## config.mk

```make
export PLATFORM = sky130hd
export DESIGN_NAME = pc_fetch_sequencer
export DESIGN_NICKNAME = d
export VERILOG_FILES = /design/src/rtl/riscv_fetch_pkg.sv /design/src/rtl/pc_next_mux.sv /design/src/rtl/pc_fetch_sequencer.sv
export SDC_FILE = /design/constraint.sdc
export NUM_CORES = 1
export LEC_CHECK = 0
export ABC_AREA = 1
export ABC_CLOCK_PERIOD_IN_PS = 2500
export BUFFER_PORTS_ARGS = -buffer_cell sky130_fd_sc_hd__buf_2
export CORE_MARGIN = 2
export CORE_UTILIZATION = 37
export DETAILED_ROUTE_END_ITERATION = 6
export RECOVER_POWER = 100
export SETUP_SLACK_MARGIN = 0.05
export SYNTH_ARGS = -nofsm -noshare
export SYNTH_HDL_FRONTEND = slang
export SYNTH_SLANG_ARGS = --single-unit
```

## constraint.sdc

```tcl
create_clock -name i_clk -period 2.5 [get_ports i_clk]
set_input_delay 0.625 -clock i_clk [delete_from_list [all_inputs] [get_ports i_clk]]
set_output_delay 0.625 -clock i_clk [all_outputs]
set_load 0.01 [all_outputs]
```

## src/rtl/riscv_fetch_pkg.sv

```systemverilog
// Shared types and constants for the RV32I fetch sequencer.
// MISALIGN_TRAP_EN adds the TRAP state used for misaligned redirect targets.
package riscv_fetch_pkg;

  localparam int unsigned XLEN = 32;
  localparam logic [XLEN-1:0] PC_STEP          = 32'd4;
  localparam logic [XLEN-1:0] RESET_PC_DEFAULT = 32'h0000_0000;

`ifdef MISALIGN_TRAP_EN
  typedef enum logic [2:0] {
    ST_BOOT,
    ST_ISSUE,
    ST_WAIT,
    ST_DROP,
    ST_TRAP
  } fetch_state_t;
`else
  typedef enum logic [1:0] {
    ST_BOOT,
    ST_ISSUE,
    ST_WAIT,
    ST_DROP
  } fetch_state_t;
`endif

  typedef enum logic [1:0] {
    PC_SEL_HOLD,
    PC_SEL_STEP,
    PC_SEL_REDIRECT
  } pc_sel_t;

endpackage

```

## src/rtl/pc_next_mux.sv

```systemverilog
// Next-PC selection: hold, sequential step, or redirect target.
// Contains the single PC adder; wraps modulo 2^32.
module pc_next_mux
  import riscv_fetch_pkg::*;
#(
  parameter logic [XLEN-1:0] STEP = riscv_fetch_pkg::PC_STEP
) (
  input  logic [XLEN-1:0] i_pc,
  input  logic [XLEN-1:0] i_redirect_target,
  input  pc_sel_t         i_sel,
  output logic [XLEN-1:0] o_pc_next
);

  logic [XLEN-1:0] w_pc_step;

  assign w_pc_step = i_pc + STEP;

  always_comb begin
    o_pc_next = i_pc;
    case (i_sel)
      PC_SEL_STEP:     o_pc_next = w_pc_step;
      PC_SEL_REDIRECT: o_pc_next = i_redirect_target;
      default:         o_pc_next = i_pc;
    endcase
  end

endmodule

```

## src/rtl/pc_fetch_sequencer.sv

```systemverilog
// Program counter owner and instruction fetch sequencer with a one-entry decode buffer.
// Optional MISALIGN_TRAP_EN: misaligned redirects trap instead of being force-aligned.
module pc_fetch_sequencer
  import riscv_fetch_pkg::*;
#(
  parameter logic [XLEN-1:0] RESET_PC = riscv_fetch_pkg::RESET_PC_DEFAULT,
  parameter logic [XLEN-1:0] PC_STEP  = riscv_fetch_pkg::PC_STEP
) (
  input  logic            i_clk,
  input  logic            i_rst_n,
  input  logic            i_redirect_valid,
  input  logic [XLEN-1:0] i_redirect_target,
  input  logic            i_stall,
  output logic            o_imem_req,
  output logic [XLEN-1:0] o_imem_addr,
  input  logic            i_imem_ack,
  input  logic [XLEN-1:0] i_imem_rdata,
  output logic            o_if_valid,
  output logic [XLEN-1:0] o_if_pc,
  output logic [XLEN-1:0] o_if_inst,
`ifdef MISALIGN_TRAP_EN
  output logic            o_misalign,
`endif
  input  logic            i_if_ready
);

  fetch_state_t    r_state;
  fetch_state_t    w_state_next;
  logic [XLEN-1:0] r_pc;
  logic [XLEN-1:0] w_pc_next;
  logic [XLEN-1:0] w_target;
  pc_sel_t         w_pc_sel;
  logic            r_if_valid;
  logic [XLEN-1:0] r_if_pc;
  logic [XLEN-1:0] r_if_inst;
  logic            w_redirect;
  logic            w_slot_free;
  logic            w_req;
  logic            w_load;
  logic            w_misalign_next;

`ifdef MISALIGN_TRAP_EN
  logic            r_misalign;
  assign w_target = i_redirect_target;
`else
  assign w_target = i_redirect_target & ~32'h3;
`endif

  assign w_redirect  = i_redirect_valid && (r_state != ST_BOOT);
  assign w_slot_free = !r_if_valid || i_if_ready;

  always_comb begin
    w_state_next    = r_state;
    w_pc_sel        = PC_SEL_HOLD;
    w_req           = 1'b0;
    w_load          = 1'b0;
    w_misalign_next = 1'b0;
    case (r_state)
      ST_BOOT: w_state_next = ST_ISSUE;
      ST_ISSUE: begin
        if (w_redirect) begin
          w_pc_sel = PC_SEL_REDIRECT;
        end else if (w_slot_free && !i_stall) begin
          w_req        = 1'b1;
          w_state_next = ST_WAIT;
        end
      end
      ST_WAIT: begin
        // A redirect racing the ack discards the data; otherwise the ack is still owed.
        if (w_redirect) begin
          w_pc_sel     = PC_SEL_REDIRECT;
          w_state_next = i_imem_ack ? ST_ISSUE : ST_DROP;
        end else if (i_imem_ack) begin
          w_load       = 1'b1;
          w_pc_sel     = PC_SEL_STEP;
          w_state_next = ST_ISSUE;
        end
      end
      ST_DROP: begin
        if (w_redirect) begin
          w_pc_sel = PC_SEL_REDIRECT;
        end
        if (i_imem_ack) begin
          w_state_next = ST_ISSUE;
        end
      end
`ifdef MISALIGN_TRAP_EN
      ST_TRAP: begin
        if (w_redirect) begin
          w_pc_sel     = PC_SEL_REDIRECT;
          w_state_next = ST_ISSUE;
        end
      end
`endif
      default: w_state_next = ST_BOOT;
    endcase
`ifdef MISALIGN_TRAP_EN
    if (w_redirect && (w_target[1:0] != 2'b00)) begin
      w_misalign_next = 1'b1;
      w_state_next    = ST_TRAP;
    end
`endif
  end

  pc_next_mux #(
    .STEP(PC_STEP)
  ) u_pc_next_mux (
    .i_pc             (r_pc),
    .i_redirect_target(w_target),
    .i_sel            (w_pc_sel),
    .o_pc_next        (w_pc_next)
  );

  always_ff @(posedge i_clk or negedge i_rst_n) begin
    if (!i_rst_n) begin
      r_state    <= ST_BOOT;
      r_pc       <= RESET_PC;
      r_if_valid <= 1'b0;
      r_if_pc    <= '0;
      r_if_inst  <= '0;
    end else begin
      r_state <= w_state_next;
      r_pc    <= w_pc_next;
      if (w_redirect) begin
        r_if_valid <= 1'b0;
      end else if (w_load) begin
        r_if_valid <= 1'b1;
        r_if_pc    <= r_pc;
        r_if_inst  <= i_imem_rdata;
      end else if (r_if_valid && i_if_ready) begin
        r_if_valid <= 1'b0;
      end
    end
  end

`ifdef MISALIGN_TRAP_EN
  always_ff @(posedge i_clk or negedge i_rst_n) begin
    if (!i_rst_n) begin
      r_misalign <= 1'b0;
    end else begin
      r_misalign <= w_misalign_next;
    end
  end
  assign o_misalign = r_misalign;
`else
  // Keeps the default build free of a dangling combinational term.
  logic w_unused_misalign;
  assign w_unused_misalign = w_misalign_next;
`endif

  assign o_imem_req  = w_req;
  assign o_imem_addr = r_pc;
  assign o_if_valid  = r_if_valid;
  assign o_if_pc     = r_if_pc;
  assign o_if_inst   = r_if_inst;

endmodule
```

==> impl_results.md, run 1 <==
- Status: complete, no violations
- ANT nets after route: 0
- Post CTS Setup Buffer Count: 0
- Clock sink count: 95
- Met2 Use GR: 30.4%
- Final RePlAce weighted congestion: 0.806
- Clock Skew: 6.58 ps
- Startpoint Class: flop
- Most used DFF post-synth: dfrtp_1
- Layout cell share with drive strength beyond 1: 14.8%
- Core area: 12700 µm²
- Post-synth top area share: 49.3%
- GRT Total Usage: 18.9%
- Average routed wire per standard cell: 14.1 µm
- CTS buffer count: 9
- Worst endpoint required time: 1880 ps
- Initial antenna violation count: 0
- Number of synthesized flops with an enable pin: 0
- Synth unique cells: 33
- Worst Path Class, Setup: flop to primary output
- Antenna fix cells: 0
- Setup_tns: 0 ps
- Vias in the first global route: 4132
- Chip width: 118 µm
- Die Ht: 118 µm
- Initial Utilization: 38.1%
- Worst EP arrival: 1520 ps
- Row cnt: 41
- Crit end category: primary output
- Reg clk slew, reported paths: 60 ps
- Drt pass-1 iters: 4
- Max VDD drop: 0.387 mV
- Post-layout net count: 805
- Overall Power: 6.08 mW
- First-pass GRT wire length: 21200 µm
- Reg-to-reg slack, setup: 400 ps
- Area Growth Syn to Fin: 21.5%
- PwrDens: 1040 nW/µm²
- Synth Area per Inst: 8.36 µm²
- MaxCap Viol Count: 0
- Via count: 4269
- Seq/Total Area, Yosys: 49.3%
- Mapped cell area: 4820 µm²
- Syn. warnings: 0
- Final Hold Viols: 0
- Critical Path Fanout Max: 3
- Leak: 2.83 nW
- Min cycle time layout: 2150 ps
- CTS resizes: 0
- Final setup vio count: 0
- Initial detailed-routing violation count: 221
- Final slew viol count: 0
- # DRC: 0
- Slew margin rel.: 33.7%
- FFs w/ async S/R, synth: 100%
- CTS root buf: clkbuf_16
- Met1 global-route usage: 25.8%
- Busiest grt layer: met2
- FF+latch count, synth: 95
- Met3 Track Usage GR: 2.99%
- Clk_lat worst skew: 340 ps
- H-tree Lvls: 3
- Clock buffer depth: 2
- Slew @ Worst Pin: 995 ps
- Worst min-delay path class: primary input to asynchronous set/reset pin
- Post-Route WL: 12900 µm
- Ratio of final minimum period to clock period: 85.9%
- TritonCTS clock tree: done
- DP Wirelength: 9530 µm
- Die Area: 14000 µm²
- RSZ-0062 raised after global routing: false
- Top cells by area, synth: dfrtp_1 49%, nand2_1 12%, mux2_4 6.2%, nor2_1 6.2%, o21ai_0 5.8%
- Mapped Cells: 577
- Largest net degree at the start of global routing: 56
- Commonest non-fill, non-tap cell in the layout: nand2_1
- Io pins: 168
- Vias/cell: 4.69
- CTS Hold Bufs: 0
- Synth area leader: dfrtp_1
- Fmax: 466 MHz
- GR Overflow Total: 0
- Port Buffer Count: 161
- Most frequent cells in the layout: 160 x nand2_1, 95 x dfrtp_1, 95 x clkbuf_1, 82 x nor2_1, 66 x buf_2
## Yosys cell counts, types with 3 or more instances
cell / n
clkbuf_1: 8
nand2_1: 160
nor2_1: 80
inv_1: 47
nand3_1: 33
mux2_2: 12
buf_6: 5
a21oi_1: 17
mux2_4: 20
nand2_2: 3
o21ai_0: 56
nor2_4: 3
buf_4: 5
dfrtp_1: 95
buf_2: 5
## power breakdown
| part | internal, mW | switching (mW) | leakage (nW) |
|---|---|---|---|
| registers | 2.14 | 0.501 | 1.20 |
| clock network | 0.779 | 0.572 | 0.151 |
| logic | 0.755 | 1.33 | 1.48 |
## final timing paths
path,from,end,cells after the start
hold / removal,i_rst_n,o_if_inst[0],1
min in group i_clk,i_if_ready,o_if_valid,2
setup reg to reg,o_imem_addr[2],o_imem_addr[26],10
setup / recovery,r_state[1],o_imem_req,3
hold reg to reg,o_if_pc[15],o_if_pc[15],2
max in group asynchronous,i_rst_n,o_imem_addr[11],2
## through the flow
step / utilization, % / worst slack (ps) / std cells / hold slack, ps / instance area (µm²)
floorplan: - / 272 / 580 / 329 / 4830
global placement: 45.7 / 377 / 894 / 464 / 5790
detailed placement: 45.7 / 326 / 894 / 468 / 5790
CTS: 48.0 / 334 / 910 / 277 / 6090
global route: 46.2 / 149 / 910 / 488 / 5860
finish: 46.2 / 353 / 910 / 446 / 5860
## cells by family after synthesis
family / after synthesis / synth area share (%)
compound gates: 81 / 8.69
flops: 95 / 49.3
fa+ha+maj: 2 / 0.519
simple gates: 288 / 24.3
mux: 34 / 9.50
buf+inv: 74 / 7.24
xor+xnor: 2 / 0.363
other cells: 1 / 0.0778
## metal layers
layer / wire length (µm) / vias up / part of all wire [%]
met5: 0 / - / 0
li1: - / 2155 / -
met4: 221 / 0 / 1.7
met3: 762 / 15 / 5.9
met1: 5930 / 1960 / 46
met2: 5950 / 139 / 46
## state kept, by name, indices dropped and copies added, names as in the netlist
name,count
o_if_inst,32
o_if_pc,30
o_if_valid,1
o_imem_addr,30
r_state,2
## layout make-up
type / instances / area (µm²)
Clock inverter: 3 / 15.0
Multi-Input combinational cell: 411 / 2030
Timing Repair Buffer: 168 / 759
Fill cell: 1333 / 6810
Sequential cell: 95 / 2380
Clock buffer: 13 / 280
Inverter: 48 / 180
Tap cell: 172 / 215
## critical path, cell delays in order (launching register included)
cell	delay, ps
dfrtp_1	420
o21a_1	240
nor4_1	320
clkbuf_1	210
Note: power is estimated with default switching activity, not from simulation.
==> run 2, diff against run 1 <==
--- a/config.mk
+++ b/config.mk
@@ -6,10 +6,11 @@
 export NUM_CORES = 1
 export LEC_CHECK = 0
 export ABC_AREA = 1
-export ABC_CLOCK_PERIOD_IN_PS = 2500
+export ABC_CLOCK_PERIOD_IN_PS = 1900
 export BUFFER_PORTS_ARGS = -buffer_cell sky130_fd_sc_hd__buf_2
 export CORE_MARGIN = 2
 export CORE_UTILIZATION = 37
+export CTS_CLUSTER_SIZE = 10
 export DETAILED_ROUTE_END_ITERATION = 6
 export RECOVER_POWER = 100
 export SETUP_SLACK_MARGIN = 0.05
==> constraint.sdc (replaced) <==
create_clock -name i_clk -period 1.9 [get_ports i_clk]
set_input_delay 0.475 -clock i_clk [delete_from_list [all_inputs] [get_ports i_clk]]
set_output_delay 0.475 -clock i_clk [all_outputs]
set_load 0.01 [all_outputs]
==> run 2 against run 1 <==
  * Die area did not move
  * Routed wire length rose by 1.7%
  * Power rose by 35%
  * Largest power group unchanged
  * Worst hold slack got worse by 200 ps
==> impl_results.md, run 2 (synthesis results as in run 1) <==
- Status: complete, no violations
- Via count: 4365 (+2.2%)
- Io pins: 168 (unchanged)
- Comb pwr share: 34.7% (+0.4 points)
- Met3 Track Usage GR: 3.19% (+0.19 points)
- Post-layout net count: 818 (+1.6%)
- CTS Hold Bufs: 0 (unchanged)
- Drt pass-1 iters: 4 (unchanged)
- Die Ht: 118 µm (unchanged)
- Worst min-delay path class: primary input to asynchronous set/reset pin
- GRT Total Usage: 19.5% (+0.59 points)
- Area Growth Syn to Fin: 25.0%
- Worst path bufs/invs: 2 (+1)
- Slew margin rel.: 40.0% (+6.4 points)
- Commonest non-fill, non-tap cell in the layout: nand2_1
- Initial detailed-routing violation count: 247 (+12%)
- Final slew viol count: 0 (unchanged)
- Hold_ws: 245 ps (-201 ps)
- Final Hold Viols: 0 (unchanged)
- Die Area: 14000 µm² (unchanged)
- Post-Route WL: 13100 µm (+1.7%)
- Busiest grt layer: met2
- Crit end category: primary output
- Max VDD drop: 0.556 mV (+44%)
- Initial antenna violation count: 0 (unchanged)
- Clk_lat worst skew: 350 ps (about the same)
- Sw frac: 38.9% (-0.65 points)
- Reg2Reg Depth: 7 (-3)
- Area of the multi-input gates: 2080 µm² (+2.7%)
- Worst Path Class, Setup: flop to primary output
- PwrDens: 1370 nW/µm² (+31%)
- RSZ-0062 raised after global routing: true
- Antenna fix cells: 0 (unchanged)
- Vias in the first global route: 4379 (+6.0%)
- # fillers: 1354 (+1.6%)
- Setup WS pre-CTS: 10.8 ps (-315 ps)
- Worst Setup EP: o_imem_req
- Core area: 12700 µm² (unchanged)
- Fmax: 556 MHz
- H-tree Lvls: 3 (unchanged)
- ANT nets after route: 0 (unchanged)
- Final worst slack: 100 ps (-253 ps)
- CP max-delay cell: dfrtp_1
- DP Wirelength: 9910 µm (+4.1%)
- CTS buffer count: 9 (unchanged)
- CTS root buf: clkbuf_16
- Worst path max stage delay: 370 ps (-50 ps)
- Critical Path Fanout Max: 2 (-1)
- Ratio of final minimum period to clock period: 94.7%
- Crit path cell chain: buf_6 -> nand2_4 -> nor4_4 -> clkbuf_1
- Layout cell share with drive strength beyond 1: 16.4% (+1.6 points)
- Crit path max-delay family: flip-flops
- Met1 global-route usage: 25.9% (+0.10 points)
- Sequential fraction of design power: 42.3% (-1.2 points)
- Crit path launch: r_state[0]
- Sequential cell area: 2380 µm² (unchanged)
- Most frequent cells in the layout: 160 x nand2_1, 100 x clkbuf_1, 95 x dfrtp_1, 80 x nor2_1, 66 x buf_2
- Reg clk slew, reported paths: 60 ps (about the same)
- Largest net degree at the start of global routing: 61 (+8.9%)
- Chip width: 118 µm (unchanged)
- Max reg flops: 32 (unchanged)
- MaxCap Viol Count: 0 (unchanged)
- WP depth: 4 (+1)
- RR Startpoint: r_state[0]
- Clock Skew: 7.32 ps (+0.733 ps)
- Vias/cell: 4.73 (+0.92%)
- First-pass GRT wire length: 21700 µm (+2.6%)
- TritonCTS clock tree: done
- Crit Reg-Reg Endpoint: o_imem_addr[9]
- Min cycle time layout: 1800 ps
- Final RePlAce weighted congestion: 0.834 (+3.5%)
- GR Overflow Total: 0 (unchanged)
- Met2 Use GR: 31.6% (+1.2 points)
- Average routed wire per standard cell: 14.2 µm (+0.42%)
- P_sw: 3.20 mW (+33%)
- Clock buffer depth: 2 (unchanged)
- Worst EP arrival: 1320 ps (-200 ps)
- Clock share of power: 23.0% (+0.8 points)
- Startpoint Class: flop
- Row cnt: 41 (unchanged)
- Clock sink count: 95 (unchanged)
- Initial Utilization: 38.1% (unchanged)
- Slew @ Worst Pin: 899 ps (-95.8 ps)
- P_int: 5.03 mW (+37%)
- Setup_tns: 0 ps (unchanged)
- Worst endpoint required time: 1420 ps (-460 ps)
- Final setup vio count: 0 (unchanged)
- # DRC: 0 (unchanged)
- Leak: 2.90 nW (+2.2%)
- Reg-to-reg slack, setup: 170 ps (-230 ps)
- Port Buffer Count: 161 (unchanged)
## run 2: cell types whose count changed in the layout (fill, tap and decap cells not counted), moves of 2 or more
cell       delta
inv_1         -2
bufinv_16     +2
clkbuf_1      +5
clkbuf_8      -4
nor2_4        +3
buf_4         +5
nor2_1        -2
clkbuf_4      +3
clkinv_2      -3
## run 2: timing repair
item,CTS,global route
buffers inserted,6,1
pin swaps,2,2
resized for setup,3,7
setup endpoints to repair,1,16
## run 2: final cells by class
type	count	area share [%]
inverters	48	3.03
repair buffers	181	14.3
flip-flops and latches	95	39.4
clock buffers	12	3.92
multi-input cells	411	34.6
well taps	172	3.57
clock inverters	3	1.14
## run 2: worst min path at each step
stage / from / to / slack [ps] / cells after the start
finish: i_rst_n / o_if_inst[4] / 240 / 1
CTS: i_rst_n / o_if_inst[4] / 90 / 1
global route: i_rst_n / o_if_inst[0] / 330 / 1
floorplan: i_rst_n / o_if_inst[0] / 180 / 0
global placement: i_rst_n / o_if_inst[4] / 460 / 1
detailed placement: i_rst_n / o_if_inst[4] / 470 / 1
## run 2: metrics by stage
step / cells / area [µm²] / util, % / total power [mW]
4_1_cts: 921 / 6240 / 49.2 / 8.66
3_3_place_gp: 900 / 5870 / 46.4 / 6.60
2_1_floorplan: 580 / 4870 / - / 5.23
5_1_grt: 922 / 6030 / 47.6 / 8.85
6_report: 922 / 6030 / 47.6 / 8.23
3_5_place_dp: 900 / 5870 / 46.4 / 6.69
## run 2: power by group through the flow
stage               combinational (mW)  clock, mW  sequential (mW)
finish                            2.86       1.89             3.48
global route                      3.22       2.04             3.59
CTS                               3.25       1.94             3.47
detailed placement                3.19          0             3.50
global placement                  3.16          0             3.44
floorplan                         1.46          0             3.77
## run 2: per-layer routing
layer / vias to the layer above / part of all wire [%]
li1: 2183 / -
met2: 149 / 46
met3: 19 / 5.5
met1: 2014 / 46
met5: - / 0
met4: 0 / 2.2
==> run 3, diff against run 2 <==
--- a/config.mk
+++ b/config.mk
@@ -12,7 +12,7 @@
 export CORE_UTILIZATION = 37
 export CTS_CLUSTER_SIZE = 10
 export DETAILED_ROUTE_END_ITERATION = 6
-export RECOVER_POWER = 100
+export RECOVER_POWER = 50
 export SETUP_SLACK_MARGIN = 0.05
 export SYNTH_ARGS = -nofsm -noshare
 export SYNTH_HDL_FRONTEND = slang
==> run 3 against run 2 <==
  * Critical path depth unchanged
  * First-iteration DRC count decreased by 3.6%
  * Clock skew increased by 0.69 ps
  * Highest routed layer unchanged
  * Critical endpoint unchanged
  * Register-to-register slack improved by 40 ps
  * Fmax increased by 0.15%
  * Final area increased by 2.6%
  * Utilization increased by 1.2 points
  * Via count increased by 0.23%
==> impl_results.md, run 3 (synthesis results as in run 1) <==
- Placed cells: 900 (unchanged)
- Initial detailed-routing violation count: 238 (-3.6%)
- Final Non-Filler Cells: 922 (unchanged)
- Average routed wire per standard cell: 14.3 µm (+0.88%)
- Crit path launch: r_state[0]
- Clock sink count: 95 (unchanged)
- Max reg flops: 32 (unchanged)
- P_sw: 3.22 mW (+0.46%)
- Drt pass-1 iters: 4 (unchanged)
- Startpoint Class: flop
- CP max-delay cell: dfrtp_1
- DP Wirelength: 9910 µm (unchanged)
- Final Cell Area: 6180 µm² (+2.6%)
- Initial antenna violation count: 0 (unchanged)
- Hold_ws: 237 ps (-8.22 ps)
- CTS buffer count: 9 (unchanged)
- Die Area: 14000 µm² (unchanged)
- Most frequent cells in the layout: 159 x nand2_1, 114 x buf_2, 95 x dfrtp_1, 79 x nor2_1, 56 x o21ai_0
- Final slew viol count: 0 (unchanged)
- Initial Utilization: 38.1% (unchanged)
- Final worst slack: 103 ps (+2.62 ps)
- Sequential fraction of design power: 40.9% (-1.4 points)
- TritonCTS clock tree: done
- Final Hold Viols: 0 (unchanged)
- Setup_tns: 0 ps (unchanged)
- Largest net degree at the start of global routing: 61 (unchanged)
- H-tree Lvls: 3 (unchanged)
- Area Growth Syn to Fin: 28.2%
- Crit path max-delay family: flip-flops
- Crit Reg-Reg Endpoint: o_imem_addr[6]
- Crit path cell chain: buf_6 -> nand2_4 -> nor4_4 -> buf_2
- Reg2Reg Depth: 7 (unchanged)
- Slew margin rel.: 41.3% (+1.3 points)
- Post-Route WL: 13200 µm (+0.88%)
- GRT Total Usage: 19.5% (unchanged)
- Worst Path Class, Setup: flop to primary output
- Core Util, Final: 48.8% (+1.2 points)
- Worst path bufs/invs: 2 (unchanged)
- ANT nets after route: 0 (unchanged)
- Reg-to-reg slack, setup: 210 ps (+40 ps)
- Row cnt: 41 (unchanged)
- Setup WS pre-CTS: 10.8 ps (unchanged)
- Clock Skew: 8.00 ps (+0.688 ps)
- RR Startpoint: r_state[0]
- Min cycle time layout: 1800 ps (-2.62 ps)
- Crit end category: primary output
- Chip width: 118 µm (unchanged)
- Final setup vio count: 0 (unchanged)
- Worst EP arrival: 1320 ps (about the same)
- Reg clk slew, reported paths: 70 ps (about the same)
- Status: complete, no violations
- Clock buffer depth: 2 (unchanged)
- WP depth: 4 (unchanged)
- Core area: 12700 µm² (unchanged)
- Leak: 3.14 nW (+8.6%)
- # DRC: 0 (unchanged)
- Max VDD drop: 0.526 mV (-5.4%)
- RSZ-0062 raised after global routing: true
- PwrDens: 1370 nW/µm² (+0.68%)
- Sw frac: 37.9% (-1.1 points)
- CTS root buf: clkbuf_16
- Commonest non-fill, non-tap cell in the layout: nand2_1
- GR Overflow Total: 0 (unchanged)
- Vias in the first global route: 4379 (unchanged)
- P_int: 5.28 mW (+5.0%)
- Area of placed instances: 5870 µm² (unchanged)
- Clk_lat worst skew: 340 ps (about the same)
- Comb pwr share: 36.8% (+2.1 points)
- Layout cell share with drive strength beyond 1: 26.1% (+9.7 points)
- Worst min-delay path class: primary input to asynchronous set/reset pin
- Slew @ Worst Pin: 880 ps (-19.3 ps)
- First-pass GRT wire length: 21700 µm (unchanged)
- Post-layout net count: 818 (unchanged)
- Fmax: 556 MHz (+0.15%)
- Overall Power: 8.50 mW (+3.2%)
- CTS Hold Bufs: 0 (unchanged)
- Via count: 4375 (+0.23%)
- Clock share of power: 22.3% (-0.7 points)
- Critical Path Fanout Max: 2 (unchanged)
- Worst endpoint required time: 1420 ps (about the same)
- Final RePlAce weighted congestion: 0.834 (unchanged)
- Antenna fix cells: 0 (unchanged)
- Die Ht: 118 µm (unchanged)
- Vias/cell: 4.75 (+0.23%)
- Io pins: 168 (unchanged)
- Worst path max stage delay: 370 ps (about the same)
- Ratio of final minimum period to clock period: 94.6% (-0.14 points)
- Port Buffer Count: 161 (unchanged)
- MaxCap Viol Count: 0 (unchanged)
[run 3: cell count changes in the layout (fill, tap and decap cells not counted), sizes merged]
| cell | change |
|---|---|
| buf | +54 |
| clkbuf | -54 |
[run 3: per-layer routing]
metal / routed length [µm] / GRT usage, % / part of all wire [%] / vias up
li1: - / - / - / 2175
met1: 6090 / 25.9 / 46 / 2030
met2: 6090 / 31.6 / 46 / 151
met3: 742 / 3.19 / 5.6 / 19
met4: 281 / 8.06 / 2.1 / 0
met5: 0 / 0 / 0 / -
[run 3: cell type report]
cell class	instances	area (µm²)
clock buffer	12	236
fill	1296	6490
tap	172	215
timing repair buffer	181	937
inverter	48	183
sequential	95	2380
clock inverter	3	68.8
multi-input combinational	411	2160
[run 3: repair_timing]
action / CTS / global route
buffers inserted: 6 / 1
endpoints found under the hold margin: 0 / 0
pin swaps: 2 / 2
endpoints found under the setup margin: 1 / 16
resized for setup: 3 / 7
[run 3: worst max-delay path by stage]
stage	slack (ps)	endpoint
final	100	o_imem_req
after floorplan	60	o_imem_addr[27]
after global placement	30	o_imem_addr[6]
after CTS	-10	o_imem_req
after global routing	40	o_imem_req
after detailed placement	10	o_imem_addr[6]
[run 3: power by group through the flow]
stage               clock network [mW]  registers, mW  logic [mW]
CTS                               1.94           3.47        3.25
floorplan                            0           3.77        1.46
global placement                     0           3.44        3.16
global route                      2.04           3.59        3.48
detailed placement                   0           3.50        3.19
finish                            1.90           3.48        3.12
